### src/rtl/fle_frac_lutk_if.sv
// Bus bundle for the fracturable logic element: LUT inputs, FF enable,
// configuration write/readback port and the two element outputs.
interface fle_frac_lutk_if #(
  parameter int K      = 4,
  parameter int ADDR_W = 5
);
  logic [K-1:0]      fle_in;
  logic              fle_ce;
  logic              enable;
  logic [ADDR_W-1:0] address;
  logic              data_in;
  logic              cfg_rdata;
  logic [1:0]        fle_out;

  modport master (
    output fle_in, fle_ce, enable, address, data_in,
    input  cfg_rdata, fle_out
  );

  modport slave (
    input  fle_in, fle_ce, enable, address, data_in,
    output cfg_rdata, fle_out
  );
endinterface

### src/rtl/fle_frac_lutk.sv
// Fracturable K-input logic element: one K-LUT or two (K-1)-LUTs on shared inputs,
// each output muxed between comb and clock-enabled FF path, with a bit-serial config bank.
module fle_frac_lutk #(
  parameter int K      = 4,
  parameter int ADDR_W = 5
) (
  input  logic            clk,
  input  logic            reset,
  fle_frac_lutk_if.slave  bus
);
  localparam int TT_BITS  = 2**K;
  localparam int HALF     = 2**(K-1);
  localparam int CFG_BITS = TT_BITS + 3;
  localparam int DEPTH    = 2**ADDR_W;

  generate
    if (K < 3 || K > 6) begin : g_bad_k
      $fatal(1, "fle_frac_lutk: K must be in 3..6");
    end
    if (DEPTH < CFG_BITS) begin : g_bad_addr
      $fatal(1, "fle_frac_lutk: ADDR_W too small for the config bank");
    end
  endgenerate

  logic [CFG_BITS-1:0] cfg_reg;
  logic [CFG_BITS-1:0] wr_en;
  logic [DEPTH-1:0]    cfg_pad;
  logic [1:0]          ff_q_reg;
  logic                rdata_reg;

  logic [TT_BITS-1:0]  tt;
  logic [HALF-1:0]     tt_lo;
  logic [HALF-1:0]     tt_hi;
  logic [K-2:0]        idx_lo;
  logic                frac;
  logic [1:0]          reg_sel;
  logic [1:0]          lut;

  // One-hot write decode; out-of-range addresses match no bit, so they are dropped.
  genvar gi;
  generate
    for (gi = 0; gi < CFG_BITS; gi++) begin : g_wr_dec
      assign wr_en[gi] = bus.enable && (bus.address == ADDR_W'(gi));
    end
    // Zero-padded view of the bank so readback of unused addresses yields 0.
    for (gi = 0; gi < DEPTH; gi++) begin : g_pad
      if (gi < CFG_BITS) begin : g_used
        assign cfg_pad[gi] = cfg_reg[gi];
      end else begin : g_unused
        assign cfg_pad[gi] = 1'b0;
      end
    end
  endgenerate

  always_ff @(posedge clk or posedge reset) begin
    if (reset) begin
      cfg_reg   <= '0;
      rdata_reg <= 1'b0;
    end else begin
      cfg_reg   <= (cfg_reg & ~wr_en) | (wr_en & {CFG_BITS{bus.data_in}});
      rdata_reg <= cfg_pad[bus.address];
    end
  end

  assign tt      = cfg_reg[TT_BITS-1:0];
  assign tt_lo   = tt[HALF-1:0];
  assign tt_hi   = tt[TT_BITS-1:HALF];
  assign frac    = cfg_reg[TT_BITS];
  assign reg_sel = cfg_reg[TT_BITS+2:TT_BITS+1];
  assign idx_lo  = bus.fle_in[K-2:0];

  // In frac mode the top input is ignored and each half of tt forms its own LUT.
  always_comb begin
    lut = '0;
    if (frac) begin
      lut[0] = tt_lo[idx_lo];
      lut[1] = tt_hi[idx_lo];
    end else begin
      lut[0] = tt[bus.fle_in];
      lut[1] = tt[bus.fle_in];
    end
  end

  // FFs sample the LUT from pre-edge config, so a same-edge write is not seen.
  always_ff @(posedge clk or posedge reset) begin
    if (reset) begin
      ff_q_reg <= 2'b00;
    end else if (bus.fle_ce) begin
      ff_q_reg <= lut;
    end
  end

  generate
    for (gi = 0; gi < 2; gi++) begin : g_out
      assign bus.fle_out[gi] = reg_sel[gi] ? ff_q_reg[gi] : lut[gi];
    end
  endgenerate

  assign bus.cfg_rdata = rdata_reg;
endmodule

### src/flat_wrapper.sv
// flat-port wrapper written by rule: the top's interface ports become plain ports
module fle_frac_lutk_flat 
#(
  parameter int K      = 4,
  parameter int ADDR_W = 5
)
  (clk, reset, bus_fle_in, bus_fle_ce, bus_enable, bus_address, bus_data_in, bus_cfg_rdata, bus_fle_out);
  fle_frac_lutk_if #(.K(K), .ADDR_W(ADDR_W)) bus_i ();
  input  logic clk;
  input  logic reset;
  input wire logic [$bits(bus_i.fle_in)-1:0] bus_fle_in;
  input wire logic [$bits(bus_i.fle_ce)-1:0] bus_fle_ce;
  input wire logic [$bits(bus_i.enable)-1:0] bus_enable;
  input wire logic [$bits(bus_i.address)-1:0] bus_address;
  input wire logic [$bits(bus_i.data_in)-1:0] bus_data_in;
  output wire logic [$bits(bus_i.cfg_rdata)-1:0] bus_cfg_rdata;
  output wire logic [$bits(bus_i.fle_out)-1:0] bus_fle_out;
  assign bus_i.fle_in = bus_fle_in;
  assign bus_i.fle_ce = bus_fle_ce;
  assign bus_i.enable = bus_enable;
  assign bus_i.address = bus_address;
  assign bus_i.data_in = bus_data_in;
  assign bus_cfg_rdata = bus_i.cfg_rdata;
  assign bus_fle_out = bus_i.fle_out;
  fle_frac_lutk #(.K(K), .ADDR_W(ADDR_W)) u_core (.clk(clk), .reset(reset), .bus(bus_i));
endmodule
### config.mk
export PLATFORM = sky130hd
export DESIGN_NAME = fle_frac_lutk_flat
export DESIGN_NICKNAME = d
export VERILOG_FILES = /design/src/rtl/fle_frac_lutk_if.sv /design/src/rtl/fle_frac_lutk.sv /design/src/flat_wrapper.sv
export SDC_FILE = /design/constraint.sdc
export NUM_CORES = 1
export LEC_CHECK = 0
export CAP_MARGIN = 20
export CORE_MARGIN = 1.5
export CORE_UTILIZATION = 45
export CTS_BUF_LIST = sky130_fd_sc_hd__clkbuf_4 sky130_fd_sc_hd__clkbuf_8 sky130_fd_sc_hd__clkbuf_16
export CTS_CLUSTER_DIAMETER = 40
export DETAILED_ROUTE_END_ITERATION = 6
export PLACE_DENSITY = 0.67
export SLEW_MARGIN = 20
export SYNTH_ARGS = -nofsm -noshare
export SYNTH_HDL_FRONTEND = slang
export SYNTH_SLANG_ARGS = --single-unit
### constraint.sdc
create_clock -name clk -period 3.6 [get_ports clk]
set_clock_uncertainty 0.1 [all_clocks]
set_input_delay 1.08 -clock clk [delete_from_list [all_inputs] [get_ports clk]]
set_output_delay 1.08 -clock clk [all_outputs]
set_load 0.05 [all_outputs]
# Yosys cells after proc, flatten, opt, wreduce, memory -nomap -nowiden
# Cells that the tools add are included.
# classes
div	0
n_reduce_logical	20
eq_ne	18
multipliers	0
n_shift	0
n_bitwise	4
n_mux	11
order_cmp	3
addsub	0
# op_table
op	count
$eq A5 B4 Y1 const B	8
$and A19 B19 Y19	2
$eq A5 B3 Y1 const B	4
$logic_and A1 B1 Y1	19
$not A19 Y19	1
$or A19 B19 Y19	1
$eq A5 B5 Y1 const B	3
$eq A5 B2 Y1 const B	2
$bmux W1 S3	2
$lt A5 B6 Y1 const B	1
$mux W1	6
$bmux W1 S5	1
$eq A5 B1 Y1 const B	1
$logic_not A5 Y1	1
$lt A4 B5 Y1 const B	1
$bmux W1 S4	1
$lt A3 B4 Y1 const B	1
$mux W2	1
# word_totals
latch_bits	0
ramBits	0
output_inout_bits	3
mem_count	0
register_bits	22
romBits	0

# Logic depth before layout (Yosys ltp)
# Gate-level depths: netlist (run 1).
# depth
depth_word	5
mapped_depth	6
ltp_nobuf	4

# Worst setup path before layout (run 1)
# No wires, ideal clock.
# synth_path
path_type	input port to output port
startpoint	in bus_fle_in[0]
endpoint	out bus_fle_out[1]
path_buffers	0
path_slack_ps	-401
cell_stages	4
arrival_time_ps	2821
t_required_ps	2420
cell_sequence	mux4_1 -> mux2i_1 -> mux2_2 -> o21ai_0
# synth_between
elab_chain_cells	4
elab_cells_between_ends	6
classes_between	mux: 6
# synth_rtl
item	line	rtl
start, declared	flat_wrapper.sv:11	input wire logic [$bits(bus_i.fle_in)-1:0] bus_fle_in;
$bmux W1 S4 / $bmux W1 S3 (equally long branches)	fle_frac_lutk.sv:80, fle_frac_lutk.sv:77	
$mux W1, on equally long branches	fle_frac_lutk.sv:80, fle_frac_lutk.sv:77	
$mux W2 *	fle_frac_lutk.sv:75	if (frac) begin
$mux W1 *	fle_frac_lutk.sv:95	assign bus.fle_out[gi] = reg_sel[gi] ? ff_q_reg[gi] : lut[gi];
end, declared	flat_wrapper.sv:17	output wire logic [$bits(bus_i.fle_out)-1:0] bus_fle_out;
# Mark *: on every way between the ends. The rest lies on a longest branch, timed or not. The select of a mux whose other input is x is not followed.

# Final worst setup path (run 1)
# layout_path
startpoint	in bus_fle_in[0]
endpoint	out bus_fle_out[0]
# layout_between
elab_chain_cells	4
elab_cells_between_ends	6
classes_between	mux: 6
# layout_rtl
item	line
$bmux W1 S4 / $bmux W1 S3 (equally long branches)	fle_frac_lutk.sv:79, fle_frac_lutk.sv:76
$mux W1, on equally long branches	fle_frac_lutk.sv:79, fle_frac_lutk.sv:76
$mux W2 *	fle_frac_lutk.sv:75
$mux W1 *	fle_frac_lutk.sv:95
# Marks and branches as above.

==> flow_results.org, run 1 <==
** Clocking
- The clock passes through at most 2 buffers.
- Clock-pin slew was measured on the worst setup and hold paths at 120 ps.
- Clock tree synthesis selected as its root buffer the cell sky130_fd_sc_hd__clkbuf_4.
- In this run, post-CTS repair resized a total of 16 instances.
- TritonCTS clock tree :: yes
- Hold-fix buffers at CTS :: 0
- Total clock buffers created by CTS :: 3
- After clock tree synthesis, the setup repair step added 0 buffers.
- Source-to-sink clock delay at the later pin of the worst-skew pair :: 300 ps
- CTS saw 22 sinks.
- CTS built an H-tree with a depth of 1.

** Drt
- After detailed routing, the number of vias per cell comes to 5.91.
- For this block, the via count after detailed routing is 964.
- Before antenna repair, the detailed router went through 4 iterations.
- For this run, design rule violations remaining after detail routing come to 0.
- The routed design has 2820 um of wire.
- In the final routed layout, each cell accounts on average for 17.3 um.
- DRC marker count from the first detailed-route iteration :: 36
- Once detail routing completed, the nets flagged for antenna violations numbered 0.

** STA
- For the final routed database, the setup TNS stands at 0 ps.
- Unrepaired setup endpoints after global routing :: yes
- Achievable frequency :: approximately 280 MHz
- Finish-stage setup viols :: 0
- Crit path setup slack, layout :: 4.50 ps
- The max-slew violation count came to 0.
- For the finished layout, the period the worst path requires is 3600 ps.
- The final number of hold-violating endpoints came to 0.
- Final Hold Slack :: around 440 ps
- Slew margin rel. :: 0.431
- For the pin with the worst max-slew slack, the measured transition is 852 ps.
- Dividing the final minimum period by the clock period gives 0.999.

** Yosys
- Largest area contributor in the netlist :: sky130_fd_sc_hd__dfrtp_1
- Synth Warn # :: 0
- Per-instance average area after synthesis :: 11.5 sq um
- Async set-or-reset flop fraction in the synthesized netlist :: 1.00
- Yosys mapped the design onto 24 distinct sky130hd cell types.
- Top flip-flop cell by instance count after synthesis :: sky130_fd_sc_hd__dfrtp_1
- Ranked by total cell area, the synthesized netlist is headed by sky130_fd_sc_hd__dfrtp_1 (41%), sky130_fd_sc_hd__mux2_2 (20%), sky130_fd_sc_hd__mux4_1 (7.9%), sky130_fd_sc_hd__mux2i_1 (6.0%), sky130_fd_sc_hd__mux4_2 (3.4%).
- Flop and latch count out of synthesis :: 22
- Synthesis handed over a netlist of 116 instances.
- Synthesized netlist net count :: 130
- The share of the Yosys chip area taken by registers is 0.412.
- Of the post-synthesis cell area, the dominant cell type holds 0.412.
- Counting instances in the post-synthesis netlist gives the leading cell types as sky130_fd_sc_hd__mux2_2 (24), sky130_fd_sc_hd__dfrtp_1 (22), sky130_fd_sc_hd__nand2_1 (12).
- Summed instance area of the synthesized netlist :: 1340 sq um
- Yosys mapped a number of flops with a built-in enable equal to 0.
- sky130_fd_sc_hd__mux2_2 is the most common cell in the netlist.

** Setup path
- Of all nets on the critical path, the largest fanout is 4.
- Walking the worst path, the cells encountered are buf_12 -> mux4_2 -> mux2i_2 -> mux2i_1 -> mux2_4 -> buf_8.
- Crit Path Class :: in -> out
- Worst setup EP type :: primary output
- Delay contributed by the slowest stage of the critical path :: 510 ps
- The worst setup path is launched from a primary input.
- Crit path required time :: 2420 ps
- Among all stages on the critical path, the largest delay is contributed by sky130_fd_sc_hd__mux4_2.
- At the worst endpoint, the arrival time is 2420 ps.

** Pwr
- Of the total power, the clock network draws 0.189.
- Worst vdd rail ir drop :: about 440 uV
- For this design the total switching power over the nets is 0.228 mW.
- Power spread over the standard cell area amounts to 456 nW/um^2.
- Switching share of total power :: 0.319
- Internal power consumption :: 0.486 mW
- Leak Pwr :: 0.657 nW
- The share of total power dissipated in combinational logic is 0.324.
- Reg power frac :: 0.487

** Floorplan
- The die covers approximately 3300 sq um.
- After floorplanning, the core was divided into 19 placement rows.
- Floorplan Core Area :: 2780 sq um
- The die is 57.5 um tall.
- DIE WIDTH :: 57.5 um
- The initial utilization of the core area, before any placement, comes to 0.480.
- Pin placement for this block handled 17 I/O pins.

** Layout
- Fraction of layout cells with a size suffix above 1 :: 0.326
- Area growth syn-to-layout :: 17.2%
- After the last flow step, the layout net total stands at between 100 and 150.
- Filler Cells Inserted :: 242
- For this run, the share of the core covered by cells in the final layout is 0.563.
- For this run, the number of standard cells in the final layout without fillers is 163.
- The number of antenna diodes in the final layout is 0.

** Global route
- Maximum number of pins on one net before global-route repair :: 23
- Final global-route overflow total :: 0
- First-pass GRT wire length :: 4620 um
- The initial antenna violation count was 0.
- For this run, the total global-route usage over all layers was measured as 0.186.
- Via count of the first global-routing pass :: 934

** Placed design
- RD Place Congestion :: between 0.7 and 0.8
- HPWL after detailed placement :: 2060 um
- Buffers added on ports :: 16
- Count of placed standard cells including taps :: 159
- Place WS :: -624 ps

** Worst hold path
- Hold/Removal Path Class :: reg -> reg

** Outcome
- The run finished with clean final reports.

** Run
- Max-cap violation count :: 0
per-layer routing:
| layer | GRT usage | routed length [um] | vias to the layer above |
|---|---|---|---|
| li1 | - | - | 453 |
| met1 | 0.263 | 1350 | 481 |
| met2 | 0.281 | 1310 | 26 |
| met3 | 0.0272 | 128 | 4 |
| met4 | 0.0864 | 35 | 0 |
| met5 | 0 | 0 | - |
final timing paths:
kind,cells past startpoint,from,slack (ps),end
setup / recovery,6,bus_fle_in[0],4,bus_fle_out[0]
hold / removal,2,u_core.ff_q_reg[1]$_DFFE_PP0P_,440,u_core.ff_q_reg[1]$_DFFE_PP0P_
setup reg to reg,4,flip-flop,1900,u_core.ff_q_reg[0]$_DFFE_PP0P_
hold reg to reg,2,u_core.ff_q_reg[1]$_DFFE_PP0P_,440,u_core.ff_q_reg[1]$_DFFE_PP0P_
max in group asynchronous,2,reset,1740,asynchronous set/reset pin
min in group asynchronous,2,reset,1140,asynchronous set/reset pin
per-stage QoR:
step                power, mW  area [sq um]
finish                  0.713          1570
global route            0.751          1570
CTS                     0.715          1560
detailed placement      0.563          1520
global placement        0.554          1520
floorplan               0.490          1340
power by group through the flow:
stage | registers [mW] | logic (mW) | clock network (mW)
CTS | 0.344 | 0.230 | 0.141
global placement | 0.343 | 0.212 | 0
finish | 0.347 | 0.231 | 0.135
floorplan | 0.329 | 0.161 | 0
global route | 0.351 | 0.249 | 0.151
detailed placement | 0.347 | 0.217 | 0
placed cells by master, fill, tap and decap left out, types with 4 or more instances in the layout:
cell type,netlist,layout
sky130_fd_sc_hd__mux4_2,2,6
sky130_fd_sc_hd__clkdlybuf4s50_1,0,12
sky130_fd_sc_hd__dfrtp_1,22,22
sky130_fd_sc_hd__buf_4,0,4
sky130_fd_sc_hd__mux2_2,24,23
sky130_fd_sc_hd__nor2b_1,5,5
sky130_fd_sc_hd__mux2i_1,8,7
sky130_fd_sc_hd__nor2_1,7,7
sky130_fd_sc_hd__nand2b_1,4,4
sky130_fd_sc_hd__nor3_1,4,4
sky130_fd_sc_hd__nand2_1,12,12
layout make-up:
cell class              count  area (sq um)  area share
well taps                  31          38.8      0.0248
multi-input cells          85           742       0.474
flip-flops and latches     22           551       0.352
clock buffers               4          36.3      0.0232
inverters                   2          7.51     0.00480
repair buffers             19           190       0.122
critical path: cells and delay by family:
| kind | cells | cell delay (ps) |
|---|---|---|
| buffers and inverters | 2 | 240 |
| muxes | 4 | 1100 |
kinds of logic (layout without fill, tap and decap cells):
logic type,count (synthesis),count (layout),synth area share
compound gates,5,5,0.0262
buf+inv,9,25,0.0291
flops,22,22,0.412
mux,38,38,0.375
simple gates,42,42,0.157
No activity file was read; power rests on OpenSTA's default activity.
==> run 2, diff against run 1 <==
--- a/config.mk
+++ b/config.mk
@@ -9,7 +9,7 @@
 export CORE_MARGIN = 1.5
 export CORE_UTILIZATION = 45
 export CTS_BUF_LIST = sky130_fd_sc_hd__clkbuf_4 sky130_fd_sc_hd__clkbuf_8 sky130_fd_sc_hd__clkbuf_16
-export CTS_CLUSTER_DIAMETER = 40
+export CTS_CLUSTER_DIAMETER = 50
 export DETAILED_ROUTE_END_ITERATION = 6
 export PLACE_DENSITY = 0.67
 export SLEW_MARGIN = 20
==> results of run 2 <==
No change in the layout: final DEF, timing and power equal those of run 1.
